[src/rtl/mod_memmgr_pkg.sv]
// Shared types and default copy table for the ROM-to-RAM copy engine.
// The default table loads the SHA-256 initial hash words and round constants.
package mod_memmgr_pkg;

    typedef enum logic [1:0] {
        IDLE   = 2'd0,
        SETUP  = 2'd1,
        STREAM = 2'd2,
        DRAIN  = 2'd3
    } copy_state_t;

    localparam int DEF_ROM_AW  = 13;
    localparam int DEF_RAM_AW  = 8;
    localparam int DEF_NUM_SEG = 2;

    // Segment 0: H0..H7 into RAM 0..7; segment 1: K0..K63 into RAM 64..127.
    localparam int H0_SRC = 0;
    localparam int H0_DST = 0;
    localparam int H0_LEN = 8;
    localparam int K_SRC  = 8;
    localparam int K_DST  = 64;
    localparam int K_LEN  = 64;

    // Packs two per-segment values of width w into one vector, entry 0 in the LSBs.
    function automatic logic [255:0] pack_seg(input int w, input int v0, input int v1);
        logic [255:0] mask;
        mask = (256'(1) << w) - 256'(1);
        return (256'(v0) & mask) | ((256'(v1) & mask) << w);
    endfunction

    localparam int DEF_SRC_W = DEF_NUM_SEG * DEF_ROM_AW;
    localparam int DEF_DST_W = DEF_NUM_SEG * DEF_RAM_AW;
    localparam int DEF_LEN_W = DEF_NUM_SEG * (DEF_RAM_AW + 1);

    localparam logic [DEF_SRC_W-1:0] DEF_SEG_SRC = DEF_SRC_W'(pack_seg(DEF_ROM_AW, H0_SRC, K_SRC));
    localparam logic [DEF_DST_W-1:0] DEF_SEG_DST = DEF_DST_W'(pack_seg(DEF_RAM_AW, H0_DST, K_DST));
    localparam logic [DEF_LEN_W-1:0] DEF_SEG_LEN = DEF_LEN_W'(pack_seg(DEF_RAM_AW + 1, H0_LEN, K_LEN));

endpackage

[src/rtl/mod_seg_sequencer.sv]
// Walks the segment table one word per step, skipping empty segments, and
// produces the ROM read address plus the RAM write address one cycle behind it.
module mod_seg_sequencer
    import mod_memmgr_pkg::*;
#(
    parameter int ROM_AW  = 13,
    parameter int RAM_AW  = 8,
    parameter int NUM_SEG = 2,
    parameter logic [NUM_SEG*ROM_AW-1:0]     SEG_SRC = '0,
    parameter logic [NUM_SEG*RAM_AW-1:0]     SEG_DST = '0,
    parameter logic [NUM_SEG*(RAM_AW+1)-1:0] SEG_LEN = '0
) (
    input  logic              clk,
    input  logic              rst_n,
    input  logic              load,
    input  logic              step,
    output logic [ROM_AW-1:0] rom_addr,
    output logic [RAM_AW-1:0] ram_addr,
    output logic              wr_vld,
    output logic              last,
    output logic              empty
);

    localparam int LEN_W = RAM_AW + 1;
    localparam int SEG_W = $clog2(NUM_SEG + 1);

    if (NUM_SEG < 1 || NUM_SEG > 8) begin : g_num_err
        $error("NUM_SEG must be in 1..8");
    end

    for (genvar g = 0; g < NUM_SEG; g++) begin : g_chk
        localparam int SRC_END = int'(SEG_SRC[g*ROM_AW +: ROM_AW]) + int'(SEG_LEN[g*LEN_W +: LEN_W]);
        localparam int DST_END = int'(SEG_DST[g*RAM_AW +: RAM_AW]) + int'(SEG_LEN[g*LEN_W +: LEN_W]);
        if (SRC_END > (1 << ROM_AW)) begin : g_src_err
            $error("segment %0d overruns the ROM address space", g);
        end
        if (DST_END > (1 << RAM_AW)) begin : g_dst_err
            $error("segment %0d overruns the RAM address space", g);
        end
    end

    function automatic logic [ROM_AW-1:0] src_of(input int s);
        return SEG_SRC[s*ROM_AW +: ROM_AW];
    endfunction

    function automatic logic [RAM_AW-1:0] dst_of(input int s);
        return SEG_DST[s*RAM_AW +: RAM_AW];
    endfunction

    function automatic logic [LEN_W-1:0] len_of(input int s);
        return SEG_LEN[s*LEN_W +: LEN_W];
    endfunction

    // First segment at or after 'from' with a nonzero length; NUM_SEG if none.
    function automatic int next_nz(input int from);
        int r;
        r = NUM_SEG;
        for (int k = NUM_SEG - 1; k >= 0; k--) begin
            if (k >= from && len_of(k) != '0) r = k;
        end
        return r;
    endfunction

    logic [SEG_W-1:0]  seg;
    logic [LEN_W-1:0]  idx;
    logic [RAM_AW-1:0] dst_addr;
    logic              rd_vld;
    logic              seg_end;
    int                first_seg;
    int                next_seg;

    always_comb begin
        first_seg = next_nz(0);
        next_seg  = next_nz(int'(seg) + 1);
        seg_end   = (idx == LEN_W'(len_of(int'(seg)) - 1'b1));
        last      = rd_vld && seg_end && (next_seg == NUM_SEG);
        empty     = (first_seg == NUM_SEG);
    end

    always_ff @(posedge clk or negedge rst_n) begin
        if (!rst_n) begin
            seg      <= '0;
            idx      <= '0;
            rd_vld   <= 1'b0;
            rom_addr <= '0;
            dst_addr <= '0;
            ram_addr <= '0;
            wr_vld   <= 1'b0;
        end else if (load) begin
            wr_vld <= 1'b0;
            idx    <= '0;
            if (first_seg < NUM_SEG) begin
                seg      <= SEG_W'(first_seg);
                rom_addr <= src_of(first_seg);
                dst_addr <= dst_of(first_seg);
                rd_vld   <= 1'b1;
            end else begin
                rd_vld <= 1'b0;
            end
        end else if (step && rd_vld) begin
            // Word read this cycle is written next cycle at the matching RAM address.
            wr_vld   <= 1'b1;
            ram_addr <= dst_addr;
            if (seg_end) begin
                idx <= '0;
                if (next_seg < NUM_SEG) begin
                    seg      <= SEG_W'(next_seg);
                    rom_addr <= src_of(next_seg);
                    dst_addr <= dst_of(next_seg);
                end else begin
                    rd_vld <= 1'b0;
                end
            end else begin
                idx      <= idx + 1'b1;
                rom_addr <= rom_addr + 1'b1;
                dst_addr <= dst_addr + 1'b1;
            end
        end else begin
            wr_vld <= 1'b0;
        end
    end

endmodule

[src/rtl/mod_rom_copy_dma.sv]
// ROM-to-RAM copy engine: streams the segment table into RAM on a COPY_ROM
// edge, then hands the single-ported RAM to the host port.
module mod_rom_copy_dma
    import mod_memmgr_pkg::*;
#(
    parameter int DATA_W  = 32,
    parameter int ROM_AW  = 13,
    parameter int RAM_AW  = 8,
    parameter int NUM_SEG = 2,
    parameter logic [NUM_SEG*ROM_AW-1:0]     SEG_SRC = DEF_SEG_SRC,
    parameter logic [NUM_SEG*RAM_AW-1:0]     SEG_DST = DEF_SEG_DST,
    parameter logic [NUM_SEG*(RAM_AW+1)-1:0] SEG_LEN = DEF_SEG_LEN
) (
    input  logic              CLK,
    input  logic              RST_N,
    input  logic              COPY_ROM,
    output logic              COPY_BUSY,
    output logic              COPY_ROM_COMPLETE,
    output logic              COPY_DONE_P,
    output logic [ROM_AW-1:0] ROM_ADDR,
    input  logic [DATA_W-1:0] ROM_DATA,
    output logic [RAM_AW-1:0] RAM_ADDR,
    output logic              RAM_WE,
    output logic [DATA_W-1:0] RAM_WDATA,
    input  logic [DATA_W-1:0] RAM_RDATA,
    input  logic              RE,
    input  logic              WR,
    input  logic [RAM_AW-1:0] ADDR,
    input  logic [DATA_W-1:0] WDATA,
    output logic [DATA_W-1:0] RDATA,
    output logic              RVALID,
    output logic              HOST_ERR
);

    copy_state_t       state;
    logic              copy_prev;
    logic              start_rise;
    logic              seq_load;
    logic              seq_step;
    logic [ROM_AW-1:0] seq_rom_addr;
    logic [RAM_AW-1:0] seq_ram_addr;
    logic              seq_wr;
    logic              seq_last;
    logic              seq_empty;
    logic              host_act;
    logic              host_rd;
    logic              host_drop;
    logic [DATA_W-1:0] rdata_hold;

    mod_seg_sequencer #(
        .ROM_AW (ROM_AW),
        .RAM_AW (RAM_AW),
        .NUM_SEG(NUM_SEG),
        .SEG_SRC(SEG_SRC),
        .SEG_DST(SEG_DST),
        .SEG_LEN(SEG_LEN)
    ) u_seq (
        .clk     (CLK),
        .rst_n   (RST_N),
        .load    (seq_load),
        .step    (seq_step),
        .rom_addr(seq_rom_addr),
        .ram_addr(seq_ram_addr),
        .wr_vld  (seq_wr),
        .last    (seq_last),
        .empty   (seq_empty)
    );

    always_comb begin
        start_rise = COPY_ROM && !copy_prev;
        seq_load   = (state == SETUP);
        seq_step   = (state == STREAM);
        host_act   = RST_N && !COPY_BUSY && (RE || WR);
        host_rd    = !COPY_BUSY && RE && !WR;
        host_drop  = (COPY_BUSY && (RE || WR)) || (!COPY_BUSY && RE && WR);
        ROM_ADDR   = seq_rom_addr;
        // The copy stream owns the RAM for the whole busy window.
        RAM_WE     = COPY_BUSY ? seq_wr : (host_act && WR);
        RAM_ADDR   = COPY_BUSY ? seq_ram_addr : (host_act ? ADDR : '0);
        RAM_WDATA  = COPY_BUSY ? ROM_DATA : WDATA;
        RDATA      = RVALID ? RAM_RDATA : rdata_hold;
    end

    always_ff @(posedge CLK or negedge RST_N) begin
        if (!RST_N) begin
            state             <= IDLE;
            copy_prev         <= 1'b1;
            COPY_BUSY         <= 1'b0;
            COPY_ROM_COMPLETE <= 1'b0;
            COPY_DONE_P       <= 1'b0;
            RVALID            <= 1'b0;
            HOST_ERR          <= 1'b0;
            rdata_hold        <= '0;
        end else begin
            copy_prev   <= COPY_ROM;
            COPY_DONE_P <= 1'b0;
            HOST_ERR    <= host_drop;
            RVALID      <= host_rd;
            if (RVALID) rdata_hold <= RAM_RDATA;
            case (state)
                IDLE: begin
                    if (start_rise) begin
                        state             <= SETUP;
                        COPY_BUSY         <= 1'b1;
                        COPY_ROM_COMPLETE <= 1'b0;
                    end
                end
                SETUP:  state <= seq_empty ? DRAIN : STREAM;
                STREAM: if (seq_last) state <= DRAIN;
                DRAIN: begin
                    state             <= IDLE;
                    COPY_BUSY         <= 1'b0;
                    COPY_ROM_COMPLETE <= 1'b1;
                    COPY_DONE_P       <= 1'b1;
                end
                default: state <= IDLE;
            endcase
        end
    end

endmodule

[config.mk]
export PLATFORM = sky130hd
export DESIGN_NAME = mod_rom_copy_dma
export DESIGN_NICKNAME = d
export VERILOG_FILES = /design/src/rtl/mod_memmgr_pkg.sv /design/src/rtl/mod_seg_sequencer.sv /design/src/rtl/mod_rom_copy_dma.sv
export SDC_FILE = /design/constraint.sdc
export NUM_CORES = 1
export LEC_CHECK = 0
export BUFFER_PORTS_ARGS = -buffer_cell sky130_fd_sc_hd__buf_2
export CAP_MARGIN = 20
export CORE_MARGIN = 2
export CORE_UTILIZATION = 47
export DETAILED_ROUTE_END_ITERATION = 7
export GPL_ROUTABILITY_DRIVEN = 0
export HOLD_SLACK_MARGIN = 0.05
export PLACE_DENSITY = 0.81
export SYNTH_ARGS = -nofsm -noshare
export SYNTH_HDL_FRONTEND = slang
export SYNTH_SLANG_ARGS = --single-unit
[constraint.sdc]
create_clock -name CLK -period 3.4 [get_ports CLK]
set_clock_uncertainty 0.15 [all_clocks]
set_input_delay 0.68 -clock CLK [delete_from_list [all_inputs] [get_ports CLK]]
set_output_delay 0.68 -clock CLK [all_outputs]
set_load 0.005 [all_outputs]
## Yosys cells after proc, flatten, opt, wreduce, memory -nomap -nowiden

Index checks and enable logic that the tools add are counted.
Widths: inputs -> output; s select.

| word-level totals | value |
|---|---|
| bits in registers | 82 |
| latch bits | 0 |
| bits in writable memories | 0 |
| bits in read-only memories | 0 |
| bits of input ports | 109 |
| output and inout bits | 91 |
| logic and storage cells | 101 |
| memories | 0 |

| operators by class | value |
|---|---|
| $add $sub $neg | 5 |
| $mul | 2 |
| divide/modulo/power cells | 0 |
| order comparisons | 3 |
| eq/ne operators | 9 |
| shift operators | 3 |
| multiplexer cells | 36 |
| bitwise gates (word level) | 1 |
| reductions and logical operators | 27 |

Operators with widths:

| kind | number |
|---|---|
| $mux 32 | 3 |
| $mux 13 | 4 |
| $mux 8 | 6 |
| $eq 32x3->1 const B | 1 |
| $ge 1x32->1 const A | 1 |
| $ge 2x32->1 const A | 1 |
| $lt 32x3->1 const B | 1 |
| $mul 32x5->32 const B | 1 |
| $shiftx 16x32->8 const A | 1 |
| $shiftx 18x32->9 const A | 1 |
| $shiftx 26x32->13 const A | 1 |
| $mux 9 | 3 |
| $mux 2 | 7 |
| $add 13x1->13 const B | 1 |
| $logic_and 1x1->1 | 11 |
| $mux 1 | 10 |
| $add 9x1->9 const B | 1 |
| $eq 9x9->1 | 1 |
| $sub 9x1->9 const B | 1 |
| $add 8x1->8 const B | 1 |
| $pmux 2 s4 | 1 |
| $reduce_and 2->1 | 4 |
| $reduce_bool 2->1 | 4 |
| $mul 2x4->6 const B | 1 |
| 11 further kinds | 19 |

## Depth between registers and ports, before layout

Gate-level depths: netlist of run 1.

| logic depth | value |
|---|---|
| word-level depth | 10 |
| gate-level depth with buffers | 9 |
| depth with buffers taken out | 7 |

## Hierarchy

Synthesis of run 1 repeated with hierarchy kept, for this count alone.

| second synthesis, totals | value |
|---|---|
| cells, all modules | 371 |
| area, all modules | 4,265.3 um^2 |

Modules (own cells, without submodules):

| module | instances | cells each | area each (um^2) | sequential area each (um^2) |
|---|---|---|---|---|
| mod_seg_sequencer | 1 | 220 | 2,164.6 | 1,051.0 |
| mod_rom_copy_dma | 1 | 151 | 2,100.8 | 1,002.2 |

## Worst setup path after synthesis of run 1

OpenSTA, ideal clock, no wires.

| path | value |
|---|---|
| kind | register -> register |
| from | register u_seq.seg[1] |
| to | register u_seq.rom_addr[7] |
| library setup time | 0.104 ns |
| arrival time | 2.400 ns |
| data required time | 3.146 ns |
| path slack | 0.746 ns |
| stages on the path, launching flop included | 8 |
| buffers on the path | 0 |
| clock period less this slack | 2.654 ns |
| cell sequence | dfrtp_1 -> or2_2 -> ha_1 -> or3_4 -> a2111o_4 -> o211ai_2 -> or3b_1 -> o311ai_1 |

| on the way | value |
|---|---|
| longest elaborated chain between the ends | 10 |
| elaborated cells between the ends (all ways) | 18 |
| those cells by class | 2 x add/sub; 2 x mul; 3 x order compare; 2 x eq/ne; 2 x shift; 6 x mux; 1 x reduce/logical |

Ends and longest elaborated chain:

| element | line | text |
|---|---|---|
| start: declaration | mod_seg_sequencer.sv:64 | `logic [SEG_W-1:0] seg;` |
| start signal: assignment | mod_seg_sequencer.sv:93 | `seg <= SEG_W'(first_seg);` |
| start signal: assignment | mod_seg_sequencer.sv:107 | `seg <= SEG_W'(next_seg);` |
| $add 2x1->3 | mod_seg_sequencer.sv:74 | `next_seg = next_nz(int'(seg) + 1);` |
| $ge 2x32->1 | mod_seg_sequencer.sv:59 | `if (k >= from && len_of(k) != '0) r = k;` |
| $mux 2 | mod_seg_sequencer.sv:59 |  |
| $mux 32 | mod_seg_sequencer.sv:59 |  |
| $mul 32x5->32 | mod_seg_sequencer.sv:43 | `return SEG_SRC[s*ROM_AW +: ROM_AW];` |
| $shiftx 26x32->13 | mod_seg_sequencer.sv:43 |  |
| $mux 13 | mod_seg_sequencer.sv:106 | `if (next_seg < NUM_SEG) begin` |
| $mux 13 | mod_seg_sequencer.sv:104 | `if (seg_end) begin` |
| $mux 13 | mod_seg_sequencer.sv:100 | `end else if (step && rd_vld) begin` |
| $mux 13 | mod_seg_sequencer.sv:89 | `end else if (load) begin` |
| end signal: assignment | mod_seg_sequencer.sv:94 | `rom_addr <= src_of(first_seg);` |
| end signal: assignment | mod_seg_sequencer.sv:108 | `rom_addr <= src_of(next_seg);` |
| end signal: assignment | mod_seg_sequencer.sv:115 | `rom_addr <= rom_addr + 1'b1;` |
| end: declaration | mod_seg_sequencer.sv:17 | `output logic [ROM_AW-1:0] rom_addr,` |

Several ways; a longest one is shown, not always the timed one. The select of a mux whose other input is x is not followed.
A chain may end at the register's enable or synchronous reset.

## Final worst setup path of run 1

| path | value |
|---|---|
| from | register state[0] |
| to | register u_seq.rom_addr[12] |

| on the way | value |
|---|---|
| longest elaborated chain between the ends | 4 |
| elaborated cells between the ends (all ways) | 7 |
| those cells by class | 3 x eq/ne; 1 x mux; 3 x reduce/logical |

Ends and longest elaborated chain:

| element | line | text |
|---|---|---|
| start: declaration | mod_rom_copy_dma.sv:35 | `copy_state_t state;` |
| start signal: assignment | mod_rom_copy_dma.sv:108 | `SETUP: state <= seq_empty ? DRAIN : STREAM;` |
| $eq 2x2->1 | mod_rom_copy_dma.sv:72 | `seq_step = (state == STREAM);` |
| $logic_and 1x1->1 | mod_seg_sequencer.sv:100 |  |
| $reduce_bool 2->1 (no line) | - |  |
| $reduce_and 2->1 (no line) | - |  |

Several ways; a longest one is shown, not always the timed one.

==> results of run 1 <==
cells in the mapped netlist (8+ instances only):
cell type  count
clkbuf_1       9
a21oi_1       18
a22o_1        10
nand2_1       49
nor2_1        14
ha_1           9
o21ai_0       10
dfrtp_1       81
o21ai_1        8
inv_1         11
nand3_1       15
mux2_2        65
cell families after synthesis:
kind of cell / share of synthesized area, %
xor gates and xnor gates: 2.12
muxes: 18.4
and+or+nand+nor: 12.7
DFF: 49.6
AOI/OAI and AO/OA: 11.9
adders and majority gates: 2.72
buffers and inverters: 2.60
power by group:
part	internal (µW)	switching, µW
registers	1290	158
clock network	430	381
logic	874	999
area by class of cell:
class / count / share of cell area [%]
well taps: 108 / 2.45
clock buffers: 9 / 2.25
clock inverters: 7 / 1.98
multi-input cells: 266 / 35.9
flip-flops and latches: 82 / 37.3
repair buffers: 205 / 19.3
inverters: 12 / 0.818
final timing paths:
| kind | slack [ns] | to | cells past startpoint |
|---|---|---|---|
| setup / recovery | 0.54 | u_seq.rom_addr[12] | 7 |
| hold / removal | 0.23 | u_seq.ram_addr[2] | 2 |
| setup reg to reg | 0.54 | u_seq.rom_addr[12] | 7 |
| hold reg to reg | 0.35 | rdata_hold[19] | 1 |
| max in group asynchronous | 2.24 | copy_prev | 3 |
| min in group CLK | 0.28 | copy_prev | 1 |
worst max-delay path, stage by stage (launching register included):
cell and delay, ns:
dfrtp_1 0.42, inv_1 0.13, ha_1 0.28, and2_1 0.40
nand2b_1 0.36, a21oi_1 0.73, a21oi_1 0.14, o21ai_1 0.17
metal layers:
metal  global-route usage [%]  vias up  wire (µm)
li1                         -     1752          -
met1                     30.0     1755       4840
met2                     41.4      129       5700
met3                     5.87       11        695
met4                     6.09        0        115
met5                        0        -          0
flip-flops by register name, summed over array words and instances, names as in the netlist:
signal	flops
copy_prev	1
COPY_DONE_P	1
u_seq.wr_vld	1
HOST_ERR	1
u_seq.ram_addr	8
u_seq.idx	9
u_seq.dst_addr	8
u_seq.rom_addr	13
u_seq.rd_vld	1
COPY_ROM_COMPLETE	1
RVALID	1
u_seq.seg	2
rdata_hold	32
COPY_BUSY	1
state	2
through the flow:
stage / hold WS, ns / instance area (µm²) / worst slack [ns]
final: 0.226 / 5510 / 0.539
after global routing: 0.259 / 5510 / 0.268
after CTS: 0.261 / 5470 / 0.477
after detailed placement: 0.332 / 5240 / 0.474
after global placement: 0.326 / 5240 / 0.538
after floorplan: 0.234 / 4140 / 0.746
==> reports/qor.txt, run 1 <==
Synth-to-layout area growth: 33.0%
Top area cells in the synthesized netlist: dfrtp_1 (49%), mux2_2 (18%), nand2_1 (4.4%), ha_1 (2.7%), a21oi_1 (2.2%)
Post-CTS Setup Bufs: 0
Largest net degree at the start of global routing: 83
Initial Utilization: 47.9%
Layout cells sized above 1: 50.9%
CTS sink cnt: 82
Actual slew at the worst max-slew pin: 0.847 ns
WL final: 11.4 mm
Reg-to-reg startpoint: state[0]
Distinct cells, synth: 48
Async set-reset flop share out of synthesis: 100%
Unrepaired setup endpoints after global routing: false
Row count: 34
CP Class: register to register
Hold Crit Class: input pin to asynchronous set/reset pin
Worst-path clk slew: 0.09 ns
Via count: 3647
Top FF cell, synth: dfrtp_1
Crit path DAT: 2.99 ns
CTS root buf: clkbuf_8
PwrDens: 751 nW/µm²
Final setup fails: 0
Top-area cell type share of the netlist area: 49.0%
Die Area: 9570 µm²
Final Hold Viols: 0
Num ports: 200
Vias in the first global route: 3658
CTS tree: yes
Synth Net Count: 493
Total Power: 4130 µW
Crit-path max FO: 11
Post-CTS Hold Fix Bufs: 0
Pleak: 0.00274 µW
Status: finished clean
Initial DRC count: 196
Number of flops mapped to enable cells by yosys: 0
Syn avg cell area: 11.0 µm²
Max rail drop VDD: 0.000308 V
Final worst-path cycle share: 84.1%
Nets: 694
Syn. warnings: 0
Post-synth top area cell: dfrtp_1
Post-DP HPWL: 8.70 mm
First-pass GRT wire length: 18.4 mm
Synth Instances: 375
Seq cells post-synth: 82
Antenna cells: 0
GRT Overall Usage: 23.8%
Cells after DPL: 671
Register area share after synthesis: 49.6%
Max frequency: 0.350 GHz
Total core area: 8640 µm²
Multi-input logic area: 1980 µm²
Die Height: 97.8 µm
Filler cell count: 714
Inserted Clock Buffers: 9
Crit path from: state[0]
Worst Setup Start Kind: register
Max-Cap Viols: 0
Storage element area: 2050 µm²
IO buf count: 199
Commonest cells after routing, fill and taps aside: buf_2 (198), dfrtp_1 (80), mux2_2 (65)
CTS max path bufs: 2
Final Non-Filler Cells: 689
Post-CTS sizing: 0
Max-slew headroom: 43.5%
Die Span X: 97.8 µm
Clock network latency to the later pin of the worst-skew pair: 0.36 ns
Initial antenna violation count: 0
Routed length per instance: 16.5 µm
DR pass1 iterations: 4
Most common cell after layout, fill and taps aside: buf_2
GRT overflow: 0
Mapped cell area: 4140 µm²
Worst Path Required: 3.53 ns
H-tree levels: 3
Avg Vias per Cell: 5.29
Crit path time final: 2.86 ns
Drt drc: 0
Final setup TNS: 0 ns
Final ANT Viol Nets: 0
Final core occ: 63.8%
Pins Over Slew Limit: 0
Crit. End Element: register
No activity file was read; power rests on OpenSTA's default activity.
==> run 2, diff against run 1 <==
Settings changed: CORE_UTILIZATION 47 to 42, PLACE_DENSITY 0.81 to 0.77.
Clock period 3.4 ns to 2.45 ns, I/O delays scaled along.
==> reports/qor.txt, run 2 (synthesis gave the netlist of run 1 again) <==
Nets: 712
Slowest-stage cell, CP: a2111o_4
Final setup fails: 5
Failing checks: negative setup slack
Final core occ: 59.3%
Post-CTS Setup Bufs: 0
Via count: 3670
Crit path time final: 2.56 ns
Cell family with most CP delay: simple AND/OR/NAND/NOR gates
Most common cell after layout, fill and taps aside: buf_2
Final Hold Viols: 0
CP Class: register to register
Max-slew headroom: 64.1%
Avg Vias per Cell: 5.01
Post-DP HPWL: 8.53 mm
Final ANT Viol Nets: 0
First-pass GRT wire length: 15.8 mm
Clk pwr share: 18.4%
Worst-path clk slew: 0.09 ns
H-tree levels: 3
Unrepaired setup endpoints after global routing: true
Final worst-path cycle share: 104%
Antenna cells: 0
Worst path max stage delay: 0.51 ns
Max reg flops: 32
Int Power: 3820 µW
Gate power share: 47.8%
Seq pwr share: 33.9%
WL final: 11.1 mm
Max frequency: 0.391 GHz
GRT overflow: 0
Sw frac: 35.7%
Crit-path max FO: 5
Pleak: 0.00282 µW
Initial Utilization: 42.7%
Hold Path Cell Cnt: 1
Regs by FF count: rdata_hold: 32 flops, u_seq.rom_addr: 13 flops, u_seq.idx: 9 flops
CTS sink cnt: 82
Crit path depth: 7
Most flop-heavy register: rdata_hold
DR pass1 iterations: 4
Crit path DAT: 2.64 ns
R2r worst-path depth: 7
Initial DRC count: 154
Initial antenna violation count: 0
Synth-to-layout area growth: 38.6%
Status: finished with violations
IO buf count: 199
Hold Crit Class: input pin to register
Worst Path Required: 2.53 ns
Row count: 36
Hold path endpoint: copy_prev
Actual slew at the worst max-slew pin: 0.537 ns
Final worst-path setup slack: -0.109 ns
Die Span X: 103 µm
R2R Path End: u_seq.rom_addr[7]
Drt drc: 0
Inserted Clock Buffers: 9
Reg-to-reg startpoint: u_seq.seg[1]
R2R setup slack: -0.11 ns
Layout cells sized above 1: 53.6%
Clock network latency to the later pin of the worst-skew pair: 0.34 ns
Die Height: 103 µm
Num ports: 200
GRT Overall Usage: 19.1%
Vias in the first global route: 3474
Max-Cap Viols: 0
Pins Over Slew Limit: 0
CTS tree: yes
Max rail drop VDD: 0.000449 V
CP bufs+invs: 0
Largest net degree at the start of global routing: 83
Crit-path cells: or2_4, ha_4, or3_4, a2111o_4, o211ai_2, or3b_1, o311ai_2
Hold_sp: COPY_ROM
Die Area: 10700 µm²
PwrDens: 1030 nW/µm²
Total net switching power: 2120 µW
Commonest cells after routing, fill and taps aside: buf_2 (198), dfrtp_1 (80), mux2_2 (65)
Worst Setup Start Kind: register
Crit. End Element: register
Routed length per instance: 15.1 µm
Final setup TNS: -0.152 ns
Total core area: 9680 µm²
CTS max path bufs: 2
CTS root buf: clkbuf_8
run 2: worst max-delay path by stage:
stage / from / end / slack (ns)
after detailed placement: u_seq.seg[1] / u_seq.rom_addr[7] / -0.08
after global placement: u_seq.seg[1] / u_seq.rom_addr[7] / -0.02
after floorplan: u_seq.seg[1] / u_seq.rom_addr[7] / -0.02
final: u_seq.seg[1] / u_seq.rom_addr[7] / -0.11
after global routing: u_seq.seg[1] / u_seq.rom_addr[7] / -0.18
after CTS: u_seq.seg[1] / u_seq.rom_addr[7] / -0.12
run 2: area by class of cell:
class / count / area [µm²]
inverter: 12 / 45.0
sequential: 82 / 2050
tap: 133 / 166
fill: 809 / 3950
clock buffer: 10 / 138
multi-input combinational: 266 / 2040
timing repair buffer: 223 / 1210
clock inverter: 6 / 88.8
run 2: metrics by stage:
step	power, µW	worst slack [ns]	hold WS (ns)	cells	area (µm²)
after floorplan	3620	-0.0221	0.0444	375	4140
after global placement	4690	-0.0200	0.322	714	5410
after detailed placement	4810	-0.0816	0.323	714	5410
after CTS	5920	-0.120	0.0917	730	5650
after global routing	6380	-0.180	0.0908	732	5740
final	5940	-0.109	0.106	732	5740
run 2: timing repair:
action,4_1_cts,5_1_grt
hold buffers,0,1
endpoints found under the setup margin,12,22
pin swaps,1,1
hold endpoints to repair,0,22
resized for setup,3,10
run 2: worst register-to-register path, cell delays in order (launching register included):
cell	delay (ns)
dfrtp_1	0.39
or2_4	0.27
ha_4	0.16
or3_4	0.36
a2111o_4	0.52
o211ai_2	0.16
or3b_1	0.37
o311ai_2	0.08
run 2: layer usage:
layer  track usage (%)  share of wire [%]  vias up
li1                  -                  -     1780
met1              22.2                 39     1746
met2              35.5                 53      134
met3              2.76                6.2       10
met4              7.49                1.2        0
met5                 0                  0        -
run 2: power by group through the flow:
stage	Sequential [µW]	Combinational, µW	Clock, µW
2_1_floorplan	1980	1640	0
6_report	2010	2840	1090
3_3_place_gp	2010	2680	0
3_5_place_dp	2040	2770	0
4_1_cts	2020	2790	1120
5_1_grt	2060	3150	1170
==> run 3, diff against run 2 <==
Settings changed: REMOVE_ABC_BUFFERS set to 1.
==> reports/qor.txt, run 3 (synthesis gave the netlist of run 1 again) <==
Pins Over Slew Limit: 0
Crit-path max FO: 14
Final worst-path cycle share: 105%
Inserted Clock Buffers: 9
Clock network latency to the later pin of the worst-skew pair: 0.35 ns
Placed Area: 5460 µm²
GRT Overall Usage: 20.7%
Die Area: 10700 µm²
Worst Path Required: 2.56 ns
DR pass1 iterations: 4
Final setup fails: 22
Vias in the first global route: 3539
Crit path DAT: 2.69 ns
Filler cell count: 788
Worst Setup Start Kind: register
Final instance area: 5960 µm²
Nets: 722
Max frequency: 0.388 GHz
Post-DP HPWL: 8.77 mm
PwrDens: 1050 nW/µm²
Max reg flops: 32
Total Power: 6230 µW
Unrepaired setup endpoints after global routing: true
Num ports: 200
Crit path time final: 2.58 ns
Row count: 36
Largest net degree at the start of global routing: 83
Drt drc: 0
Final ANT Viol Nets: 0
GRT overflow: 0
IO buf count: 199
Regs by FF count: rdata_hold: 32 flops, u_seq.rom_addr: 13 flops, u_seq.idx: 9 flops
CTS sink cnt: 82
Final setup TNS: -1.42 ns
Max-slew headroom: 56.7%
Status: finished with violations
Commonest cells after routing, fill and taps aside: buf_2 (198), dfrtp_1 (80), mux2_2 (64)
Max rail drop VDD: 0.000591 V
Pleak: 0.00291 µW
Avg Vias per Cell: 5.17
Initial DRC count: 167
CTS tree: yes
Worst-path clk slew: 0.08 ns
CTS root buf: clkbuf_8
Final worst-path setup slack: -0.128 ns
Crit. End Element: register
Initial antenna violation count: 0
CTS max path bufs: 2
Initial Utilization: 42.7%
Synth-to-layout area growth: 44.0%
Most common cell after layout, fill and taps aside: buf_2
Met3 Use GR: 4.10%
Failing checks: negative setup slack
Total core area: 9680 µm²
GR peak layer: met2
H-tree levels: 3
Layout cells sized above 1: 56.7%
Max-Cap Viols: 0
Hold Crit Class: input pin to asynchronous set/reset pin
Via count: 3836
Final Hold Viols: 0
First-pass GRT wire length: 17.1 mm
WL final: 12.3 mm
Die Span X: 103 µm
Most flop-heavy register: rdata_hold
CP Class: register to register
Actual slew at the worst max-slew pin: 0.650 ns
Post-CTS Hold Fix Bufs: 0
Routing usage on met1: 26.2%
M2 GR Usage: 36.2%
Routed length per instance: 16.5 µm
Die Height: 103 µm
## run 3: changes by cell type in the layout (fill, tap and decap cells not counted), sizes merged
cell	delta
buf	+10
clkinv	+3
bufinv	-1
clkinvlp	-1
diode	+1
dlygate4sd3	-1
inv	-1
## run 3: layout make-up
cell class                      count  area (µm²)  share of cell area (%)
Tap cell                          133         166                    2.79
Sequential cell                    82        2050                    34.5
Antenna cell                        1        2.50                  0.0420
Multi-Input combinational cell    266        2140                    35.9
Clock buffer                        9         124                    2.08
Inverter                           12        45.0                   0.756
Clock inverter                      6        68.8                    1.15
Timing Repair Buffer              233        1360                    22.8
## run 3: final timing paths
kind,from,to,slack (ns),depth (start not counted)
worst max-delay path,u_seq.seg[1],u_seq.dst_addr[2],-0.13,9
worst min-delay path,RST_N,HOST_ERR,0.07,2
worst max register to register,u_seq.seg[1],u_seq.dst_addr[2],-0.13,9
worst min register to register,u_seq.ram_addr[1],u_seq.ram_addr[1],0.35,2
max in group asynchronous,RST_N,u_seq.idx[6],1.49,3
min in group CLK,COPY_ROM,copy_prev,0.10,1
## run 3: power by group
part	switching [µW]	internal, µW	total (µW)
clock network	487	468	956
logic	1580	1670	3250
registers	234	1800	2030
total	2300	3930	6230
## run 3: metrics by stage
step | setup slack, ns | instances | util, % | hold WS, ns
5_1_grt | -0.172 | 741 | 61.5 | 0.0794
6_report | -0.128 | 742 | 61.5 | 0.0725
2_1_floorplan | -0.205 | 360 | - | 0.0444
3_3_place_gp | -0.190 | 717 | 56.3 | 0.324
3_5_place_dp | -0.255 | 717 | 56.3 | 0.327
4_1_cts | -0.103 | 735 | 58.9 | 0.0857
## run 3: metal layers
metal / vias up / share of wire (%)
met5: - / 0
met4: 0 / 1.8
met3: 19 / 5.9
met2: 153 / 53
met1: 1862 / 39
li1: 1802 / -
## run 3: worst max-delay path, cell delays in order, from the launching register on
cell,delay [ns]
dfrtp_1,0.40
or2_4,0.27
ha_4,0.17
or3_4,0.34
a2111o_4,0.50
buf_4,0.16
o21ai_4,0.15
buf_12,0.16
a21oi_2,0.04
mux2i_1,0.15
## run 3: timing repair
| action | CTS | global route |
|---|---|---|
| pin swaps | 5 | 13 |
| gates cloned | 0 | 1 |
| buffers inserted | 3 | 4 |
| gates resized for setup | 8 | 34 |
| endpoints found under the setup margin | 32 | 33 |
